[config.mk]
export PLATFORM = sky130hd
export DESIGN_NAME = i2s_mic_rx
export DESIGN_NICKNAME = d
export VERILOG_FILES = /design/src/rtl/i2s_mic_rx.sv
export SDC_FILE = /design/constraint.sdc
export NUM_CORES = 1
export LEC_CHECK = 0
export ABC_AREA = 1
export CORE_ASPECT_RATIO = 1.75
export CORE_MARGIN = 1
export CORE_UTILIZATION = 50
export DETAILED_ROUTE_END_ITERATION = 10
export GPL_TIMING_DRIVEN = 0
export PLACE_DENSITY = 0.8
export SYNTH_ARGS = -nofsm -noshare
export SYNTH_HDL_FRONTEND = slang
export SYNTH_SLANG_ARGS = --single-unit
[constraint.sdc]
create_clock -name CLK -period 1.5 [get_ports CLK]
set_clock_uncertainty 0.05 [all_clocks]
set_input_delay 0.3 -clock CLK [delete_from_list [all_inputs] [get_ports CLK]]
set_output_delay 0.3 -clock CLK [all_outputs]
set_load 0.02 [all_outputs]
[src/rtl/i2s_mic_rx.sv]
// I2S MEMS microphone master: SCK/WS generation, 24-bit capture of one slot,
// 18-bit truncated sample out. Optional DC blocker: define I2S_DCBLOCK_EN.
module i2s_mic_rx #(
  parameter int SCK_DIV  = 22,
  parameter int CHANNEL  = 0,
  parameter int DC_SHIFT = 10
) (
  input  logic               CLK,
  input  logic               RST,
  input  logic               EN,
  input  logic               I2S_SD,
  output logic               I2S_SCK,
  output logic               I2S_WS,
  output logic signed [17:0] ADATA0,
  output logic               ADATARDY
);
  // ADATARDY is a valid-only strobe (no ready): ADATA0 is valid in the strobe
  // cycle and the consumer must take it then; ADATA0 holds until the next strobe.

  localparam int            DW      = (SCK_DIV > 1) ? $clog2(SCK_DIV) : 1;
  localparam logic [DW-1:0] DIV_MAX = DW'(SCK_DIV - 1);
  localparam logic          CH_BIT  = (CHANNEL != 0);

  if (DC_SHIFT < 1 || DC_SHIFT > 24) begin : g_bad_dc_shift
    $error("DC_SHIFT must be in 1..24");
  end

  typedef enum logic [1:0] {
    ST_IDLE  = 2'd0,
    ST_RUN   = 2'd1,
    ST_DRAIN = 2'd2
  } state_t;

  state_t          state;
  state_t          state_nxt;
  logic            active;
  logic [DW-1:0]   div;
  logic [5:0]      bitcnt;
  logic [5:0]      bitcnt_inc;
  logic [4:0]      slot;
  logic            sd_meta;
  logic            sd_sync;
  logic [23:0]     shift;
  logic [23:0]     shift_nxt;
  logic            div_wrap;
  logic            sample_pt;
  logic            frame_end;
  logic            capture;
  logic            last_bit;

  assign bitcnt_inc = bitcnt + 6'd1;
  assign slot       = bitcnt[4:0];
  assign shift_nxt  = {shift[22:0], sd_sync};
  assign div_wrap   = (div == DIV_MAX);
  // Sample on the last CLK of the SCK-high half, far from the mic's SD change.
  assign sample_pt  = active && I2S_SCK && div_wrap;
  assign frame_end  = sample_pt && (bitcnt == 6'd63);
  assign capture    = sample_pt && (bitcnt[5] == CH_BIT) &&
                      (slot >= 5'd1) && (slot <= 5'd24);
  assign last_bit   = capture && (slot == 5'd24);

  always_ff @(posedge CLK) begin
    if (RST) state <= EN ? ST_RUN : ST_IDLE;
    else     state <= state_nxt;
  end

  always_comb begin
    state_nxt = state;
    case (state)
      ST_IDLE:  if (EN) state_nxt = ST_RUN;
      ST_RUN:   if (!EN) state_nxt = frame_end ? ST_IDLE : ST_DRAIN;
      ST_DRAIN: begin
        if (EN)             state_nxt = ST_RUN;
        else if (frame_end) state_nxt = ST_IDLE;
      end
      default:  state_nxt = ST_IDLE;
    endcase
  end

  always_comb begin
    active = (state != ST_IDLE);
  end

  always_ff @(posedge CLK) begin
    if (RST) begin
      sd_meta <= 1'b0;
      sd_sync <= 1'b0;
      div     <= '0;
      bitcnt  <= '0;
      I2S_SCK <= 1'b0;
      I2S_WS  <= 1'b0;
      shift   <= '0;
    end else begin
      sd_meta <= I2S_SD;
      sd_sync <= sd_meta;
      if (!active) begin
        div     <= '0;
        bitcnt  <= '0;
        I2S_SCK <= 1'b0;
        I2S_WS  <= 1'b0;
      end else begin
        if (div_wrap) begin
          div     <= '0;
          I2S_SCK <= ~I2S_SCK;
          // WS follows bitcnt[5] on the SCK falling toggle only.
          if (I2S_SCK) begin
            bitcnt <= bitcnt_inc;
            I2S_WS <= bitcnt_inc[5];
          end
        end else begin
          div <= div + DW'(1);
        end
        if (capture) shift <= shift_nxt;
      end
    end
  end

`ifdef I2S_DCBLOCK_EN
  localparam int YW = 18 + DC_SHIFT;
  localparam int AW = YW + 2;

  logic                 idle_entry;
  logic                 raw_v;
  logic signed [17:0]   raw;
  logic signed [17:0]   x_prev;
  logic signed [YW-1:0] y_prev;
  logic signed [YW-1:0] y_sat;
  logic signed [AW-1:0] acc;

  assign idle_entry = active && (state_nxt == ST_IDLE);

  // y keeps DC_SHIFT fractional bits so the leak term does not stall at small values.
  always_comb begin
    acc = ((AW'(raw) - AW'(x_prev)) <<< DC_SHIFT) + AW'(y_prev) - AW'(y_prev >>> DC_SHIFT);
    if (acc[AW-1:YW-1] == {(AW-YW+1){acc[AW-1]}}) y_sat = acc[YW-1:0];
    else y_sat = acc[AW-1] ? {1'b1, {(YW-1){1'b0}}} : {1'b0, {(YW-1){1'b1}}};
  end

  always_ff @(posedge CLK) begin
    if (RST) begin
      raw_v    <= 1'b0;
      raw      <= '0;
      x_prev   <= '0;
      y_prev   <= '0;
      ADATA0   <= '0;
      ADATARDY <= 1'b0;
    end else begin
      raw_v    <= last_bit;
      ADATARDY <= raw_v;
      if (last_bit) raw <= shift_nxt[23:6];
      if (raw_v) begin
        ADATA0 <= y_sat[YW-1:DC_SHIFT];
        x_prev <= raw;
        y_prev <= y_sat;
      end
      if (idle_entry) begin
        x_prev <= '0;
        y_prev <= '0;
      end
    end
  end
`else
  always_ff @(posedge CLK) begin
    if (RST) begin
      ADATA0   <= '0;
      ADATARDY <= 1'b0;
    end else begin
      ADATARDY <= last_bit;
      if (last_bit) ADATA0 <= shift_nxt[23:6];
    end
  end
`endif

endmodule

==> flow_summary_export.csv, run 1 <==
group,metric,value,unit
synthesis,yosys.area_share.simple,0.284,
setup_path,r2r-start,"state[0]",
setup_path,r2r-end,"ADATA0[0]",
routing,drt-wirelength-per-cell,14.6,microns
synthesis,synth_compound_area_frac,0.0747,
setup_path,crit_path_start,"state[0]",
clock_network,clockBufferDepth,2,
synthesis,syn_avg_cell_area,7.08,sq um
final_layout,syn2layout_area_growth,49.8,%
synthesis,ys_ff_latch,58,
setup_path,critPathLaunchType,"flip-flop",
synthesis,synth_warnings,0,
floorplan,core_area,4790,sq um
power,totalPowerFinal,3.27,mW
synthesis,ys_seq_area_frac,0.467,
final_layout,drive_gt1_frac,0.370,
setup_path,r2r_setup_slack,-0.17,ns
grt,grt_max_degree,11,
sta,hold_viol,0,
placement,place_area,2860,sq um
placement,place.gp.congestion,0.803,
clock_network,cts_sinks,58,
setup_path,worst-path-max-fanout,5,
power,p_leak,1.70,nW
sta,max_slew_margin,0.675,
synthesis,syn-cell-area,2530,sq um
routing,drcViolationCount,0,
clock_network,cts_buffers,9,
routing,vias,2506,
floorplan,initial_core_util,0.528,
grt,antenna_found_initial,0,
synthesis,synth_top_family_by_area,"simple AND/OR/NAND/NOR gates",
routing,ant_nets,0,
sta,grt_setup_unrepaired,"true",
setup_path,worstPathArrival,1.90,ns
grt,grt-ovfl-total,0,
placement,dpl.hpwl,3.25,mm
setup_path,critical_path_class,"reg -> reg",
floorplan,die_x,55.8,microns
outcome,failed_checks,"negative setup slack",
clock_network,clkSlewWorstSetupHoldPaths,0.07,ns
grt,grt_usage,0.226,
routing,routed_via_density,5.26,
floorplan,die_y,96.1,microns
floorplan,rows,33,
placement,io_buffers,24,
synthesis,synthAdderAreaFrac,0.0247,
final_layout,final_cell_mix,"60 x inv_1, 52 x nor2_1, 51 x dfxtp_1",
sta,post-route-min-period,1.67,ns
power,power.density,862,nW/um^2
clock_network,root_buffer,"clkbuf_8",
clock_network,htree_num_levels,3,
run,maxCapViolCount,0,
floorplan,ios,25,
grt,grt_pass1_vias,2260,
power,vdd_drop_max,0.789,mV
sta,max_freq,600,MHz
clock_network,cts_tree,"built",
sta,fin_setup_tns,-5.24,ns
setup_path,cp_data_required_time,1.73,ns
routing,wirelength,6.97,mm
synthesis,synth_cell_types,25,
sta,finalSetupViolations,45,
synthesis,synth_xor_area_frac,0.0104,
sta,worst_pin_slew,0.488,ns
floorplan,dieArea,5360,sq um
setup_path,cp-endpoint,"ADATA0[0]",
sta,fin_crit_sh,1.11,
final_layout,fin_nets,428,
outcome,status,"finished with violations",
sta,setup_ws,-0.167,ns
grt,grt_pass1_wl,9.34,mm
final_layout,layout_commonest_cell,"inv_1",
final_layout,utilization,0.791,
final_layout,diodes,0,
routing,firstDrtPassIters,4,
setup_path,end_kind,"flip-flop",
clock_network,clock_latency,0.34,ns
setup_path,rr_worst_depth,10,
synthesis,syn_inst,357,
final_layout,stdcell_area,3790,sq um
routing,dr.first_iter.drc_count,92,
sta,drv_slew,0,
hold_path,hp-class,"reg -> reg",
synthesis,syn_nets,366,
synthesis,synthMuxAreaShare,0,
clock_network,hold_buffers,0,
[worst max-delay path, stage by stage, from the launching register on]
cell      delay, ns
edfxtp_1       0.40
nor2_1         0.10
nor2_2         0.19
nand2_2        0.10
nor2_4         0.12
buf_6          0.13
nand3_4        0.14
buf_6          0.17
nand2_2        0.04
inv_1          0.04
nor2_1         0.12
[where the power goes]
group / total, mW / internal, mW / leakage [nW] / switching [mW]
combinational: 0.179 / 0.0740 / 1.13 / 0.105
clock: 1.49 / 0.855 / 0.0986 / 0.639
sequential: 1.59 / 1.57 / 0.476 / 0.0191
[cells in the mapped netlist]
cell type	instances	share of area
nor3b_1	1	0.0030
nor2_1	81	0.12
nor2_2	2	0.0049
buf_6	2	0.0089
nand3_4	1	0.0069
dfxtp_1	56	0.44
nand2_2	1	0.0025
nand4_1	19	0.047
o21ai_0	29	0.057
a21o_1	1	0.0030
ha_1	5	0.025
a31oi_1	1	0.0025
edfxtp_1	2	0.024
xnor2_1	1	0.0035
nor2_4	1	0.0045
buf_2	2	0.0040
clkbuf_1	6	0.0089
inv_1	73	0.11
a21oi_1	6	0.012
nor3_1	2	0.0040
xor2_1	2	0.0069
nand2_1	52	0.077
buf_4	2	0.0059
nand3_1	7	0.014
buf_1	2	0.0030
[stage by stage]
stage               setup slack (ns)  hold WS, ns  cells
floorplan                    0.00105        0.321    357
finish                        -0.167        0.359    476
global route                  -0.250        0.393    476
CTS                           -0.123        0.360    466
detailed placement            -0.374        0.348    433
global placement              -0.349        0.348    433
[worst min-delay path by stage]
stage / from / to / slack, ns / depth (start not counted)
after floorplan: RST / sd_meta / 0.32 / 1
after global placement: sd_meta / sd_sync / 0.35 / 2
after detailed placement: sd_meta / sd_sync / 0.35 / 2
after CTS: sd_meta / sd_sync / 0.36 / 2
after global routing: sd_meta / sd_sync / 0.39 / 2
final: sd_meta / sd_sync / 0.36 / 2
[final cells by class]
type	count	area, sq um
clock buffer	12	155
inverter	73	287
tap	52	65.1
multi-input combinational	212	1400
buffer	14	135
clock inverter	4	50.0
sequential	58	1190
fill	316	1000
timing repair buffer	51	499
[metal layers]
metal / track usage / share of wire / up-vias
met5: 0 / 0 / -
met4: 0.135 / 0.035 / 0
met3: 0.0484 / 0.036 / 19
met2: 0.444 / 0.55 / 66
met1: 0.210 / 0.37 / 1208
li1: - / - / 1213
[repair_timing]
action | 4_1_cts | 5_1_grt
cloned | 3 | 2
buffers inserted | 14 | 8
endpoints found under the setup margin | 63 | 54
gates resized for setup | 124 | 76
endpoints found under the hold margin | 0 | 0
pin swaps | 28 | 22
[sequential cells by signal, summed over array words and instances, names as in the netlist]
signal,count
ADATA0,18
I2S_SCK,1
bitcnt,5
ADATARDY,1
state,2
shift,23
sd_sync,1
sd_meta,1
I2S_WS,1
div,5
[cell families (layout without fill, tap and decap cells)]
| logic type | Yosys count | count (layout) |
|---|---|---|
| XOR/XNOR | 3 | 3 |
| flip-flops | 58 | 58 |
| AO/OA/AOI/OAI | 37 | 37 |
| buffers and inverters | 87 | 154 |
| AND/OR/NAND/NOR | 167 | 167 |
| adder cells (fa/ha/maj) | 5 | 5 |
No activity file was read; power rests on OpenSTA's default activity.
==> run 2, diff against run 1 <==
CAP_MARGIN = 20   (was not set)
MAX_ROUTING_LAYER = met4   (was not set)
==> flow_summary_export.csv, run 2 (same netlist as run 1, synthesis figures left out) <==
group,metric,value,unit
setup_path,critPathBufInv,3,
clock_network,clkSlewWorstSetupHoldPaths,0.07,ns
final_layout,top_register,"shift",
floorplan,core_area,4790,sq um
power,vdd_drop_max,0.787,mV
clock_network,hold_buffers,0,
clock_network,clockBufferDepth,2,
hold_path,min_to,"sd_sync",
routing,wirelength,6.94,mm
floorplan,initial_core_util,0.528,
sta,setup_ws,-0.164,ns
setup_path,slowest_stage,"edfxtp_1",
setup_path,critical_path_class,"reg -> reg",
setup_path,r2r-start,"state[0]",
final_layout,fin_nets,428,
routing,ant_nets,0,
placement,dp.cells,433,
sta,grt_setup_unrepaired,"true",
setup_path,r2r_setup_slack,-0.16,ns
sta,hold_viol,0,
sta,worst_pin_slew,0.470,ns
power,power.density,861,nW/um^2
grt,grt-ovfl-total,0,
sta,fin_crit_sh,1.11,
grt,grt_max_degree,11,
run,maxCapViolCount,0,
floorplan,ios,25,
final_layout,diodes,0,
final_layout,final_cell_mix,"60 x inv_1, 52 x nor2_1, 51 x dfxtp_1",
setup_path,cp_top_family,"simple AND/OR/NAND/NOR gates",
clock_network,cts_sinks,58,
sta,max_freq,601,MHz
routing,dr.first_iter.drc_count,81,
floorplan,die_y,96.1,microns
grt,grt_pass1_vias,2260,
final_layout,final_cell_count_no_fill,476,
routing,drt-wirelength-per-cell,14.6,microns
floorplan,rows,33,
routing,routed_via_density,5.32,
placement,io_buffers,24,
clock_network,root_buffer,"clkbuf_8",
setup_path,rr_worst_depth,10,
setup_path,cp_data_required_time,1.73,ns
hold_path,worstHoldPathCells,2,
placement,place.gp.congestion,0.815,
floorplan,die_x,55.8,microns
final_layout,largest_reg_flops,23,
clock_network,htree_num_levels,3,
clock_network,clock_latency,0.34,ns
grt,antenna_found_initial,0,
setup_path,cp_cell_sequence,"nor2_1 -> nor2_2 -> nand2_2 -> nor2_4 -> buf_6 -> nand3_4 -> buf_6 -> nand2_2 -> inv_1 -> nor2_1",
clock_network,cts_tree,"built",
routing,firstDrtPassIters,4,
setup_path,r2r-end,"ADATA0[0]",
final_layout,layout_commonest_cell,"inv_1",
setup_path,worst-path-max-fanout,5,
setup_path,critPathMaxStageDelay,0.41,ns
final_layout,syn2layout_area_growth,49.8,%
sta,post-route-min-period,1.66,ns
hold_path,hp-class,"reg -> reg",
outcome,status,"finished with violations",
placement,dpl.hpwl,3.25,mm
setup_path,end_kind,"flip-flop",
sta,max_slew_margin,0.687,
setup_path,critPathLaunchType,"flip-flop",
sta,finalSetupViolations,45,
grt,grt_pass1_wl,9.34,mm
grt,grt_usage,0.232,
final_layout,reg_top3,"shift (23), ADATA0 (18)",
hold_path,hp-start,"sd_meta",
placement,place_area,2860,sq um
final_layout,stdcell_area,3790,sq um
routing,drcViolationCount,0,
routing,vias,2531,
sta,drv_slew,0,
outcome,failed_checks,"negative setup slack",
setup_path,worstPathArrival,1.89,ns
final_layout,drive_gt1_frac,0.370,
floorplan,dieArea,5360,sq um
power,p_leak,1.70,nW
clock_network,cts_buffers,9,
run 2: cell counts in the layout (fill, tap and decap cells not counted):
No cell type changed its count.
run 2: timing repair:
item	4_1_cts	5_1_grt
setup buffers	14	8
pin swaps	28	22
setup endpoints to repair	63	54
gates cloned	3	2
gates resized for setup	124	76
run 2: worst max-delay path by stage:
stage | start | slack (ns) | depth (start not counted) | end
global placement | RST | -0.35 | 4 | state[0]
CTS | div[1] | -0.12 | 12 | ADATA0[15]
finish | state[0] | -0.16 | 10 | ADATA0[0]
detailed placement | RST | -0.37 | 4 | state[0]
global route | bitcnt[1] | -0.25 | 9 | shift[21]
floorplan | bitcnt[1] | 0.001 | 12 | ADATA0[10]
run 2: per-stage QoR:
step	TNS [ns]	power [mW]	hold WS, ns	worst slack, ns	util
6_report	-5.22	3.26	0.359	-0.164	0.791
5_1_grt	-9.88	3.37	0.393	-0.250	0.791
4_1_cts	-2.45	3.24	0.360	-0.123	0.718
3_5_place_dp	-11.18	1.76	0.348	-0.374	0.596
3_3_place_gp	-9.94	1.75	0.348	-0.349	0.596
2_1_floorplan	0	1.72	0.321	0.00105	-
run 2: report_power, final:
part / switching, mW / total (mW) / internal (mW)
clock network: 0.638 / 1.49 / 0.855
logic: 0.104 / 0.178 / 0.0740
registers: 0.0189 / 1.59 / 1.57
total: 0.761 / 3.26 / 2.50
run 2: per-layer routing:
layer	global-route usage	up-vias	wire [microns]
met5	-	-	0
li1	-	1212	-
met1	0.210	1238	2570
met4	0.135	0	271
met2	0.444	60	3850
met3	0.0484	21	246
run 2: cell type report:
cell class | instances | area, sq um
Multi-Input combinational cell | 212 | 1400
Sequential cell | 58 | 1190
Fill cell | 316 | 1000
Timing Repair Buffer | 51 | 499
Inverter | 73 | 287
Clock buffer | 12 | 155
Buffer | 14 | 135
Tap cell | 52 | 65.1
Clock inverter | 4 | 50.0
run 2: worst min-delay path, cell delays in order, from the launching register on:
cell and delay [ns]:
dfxtp_1 0.30, inv_1 0.04, nor2_1 0.03
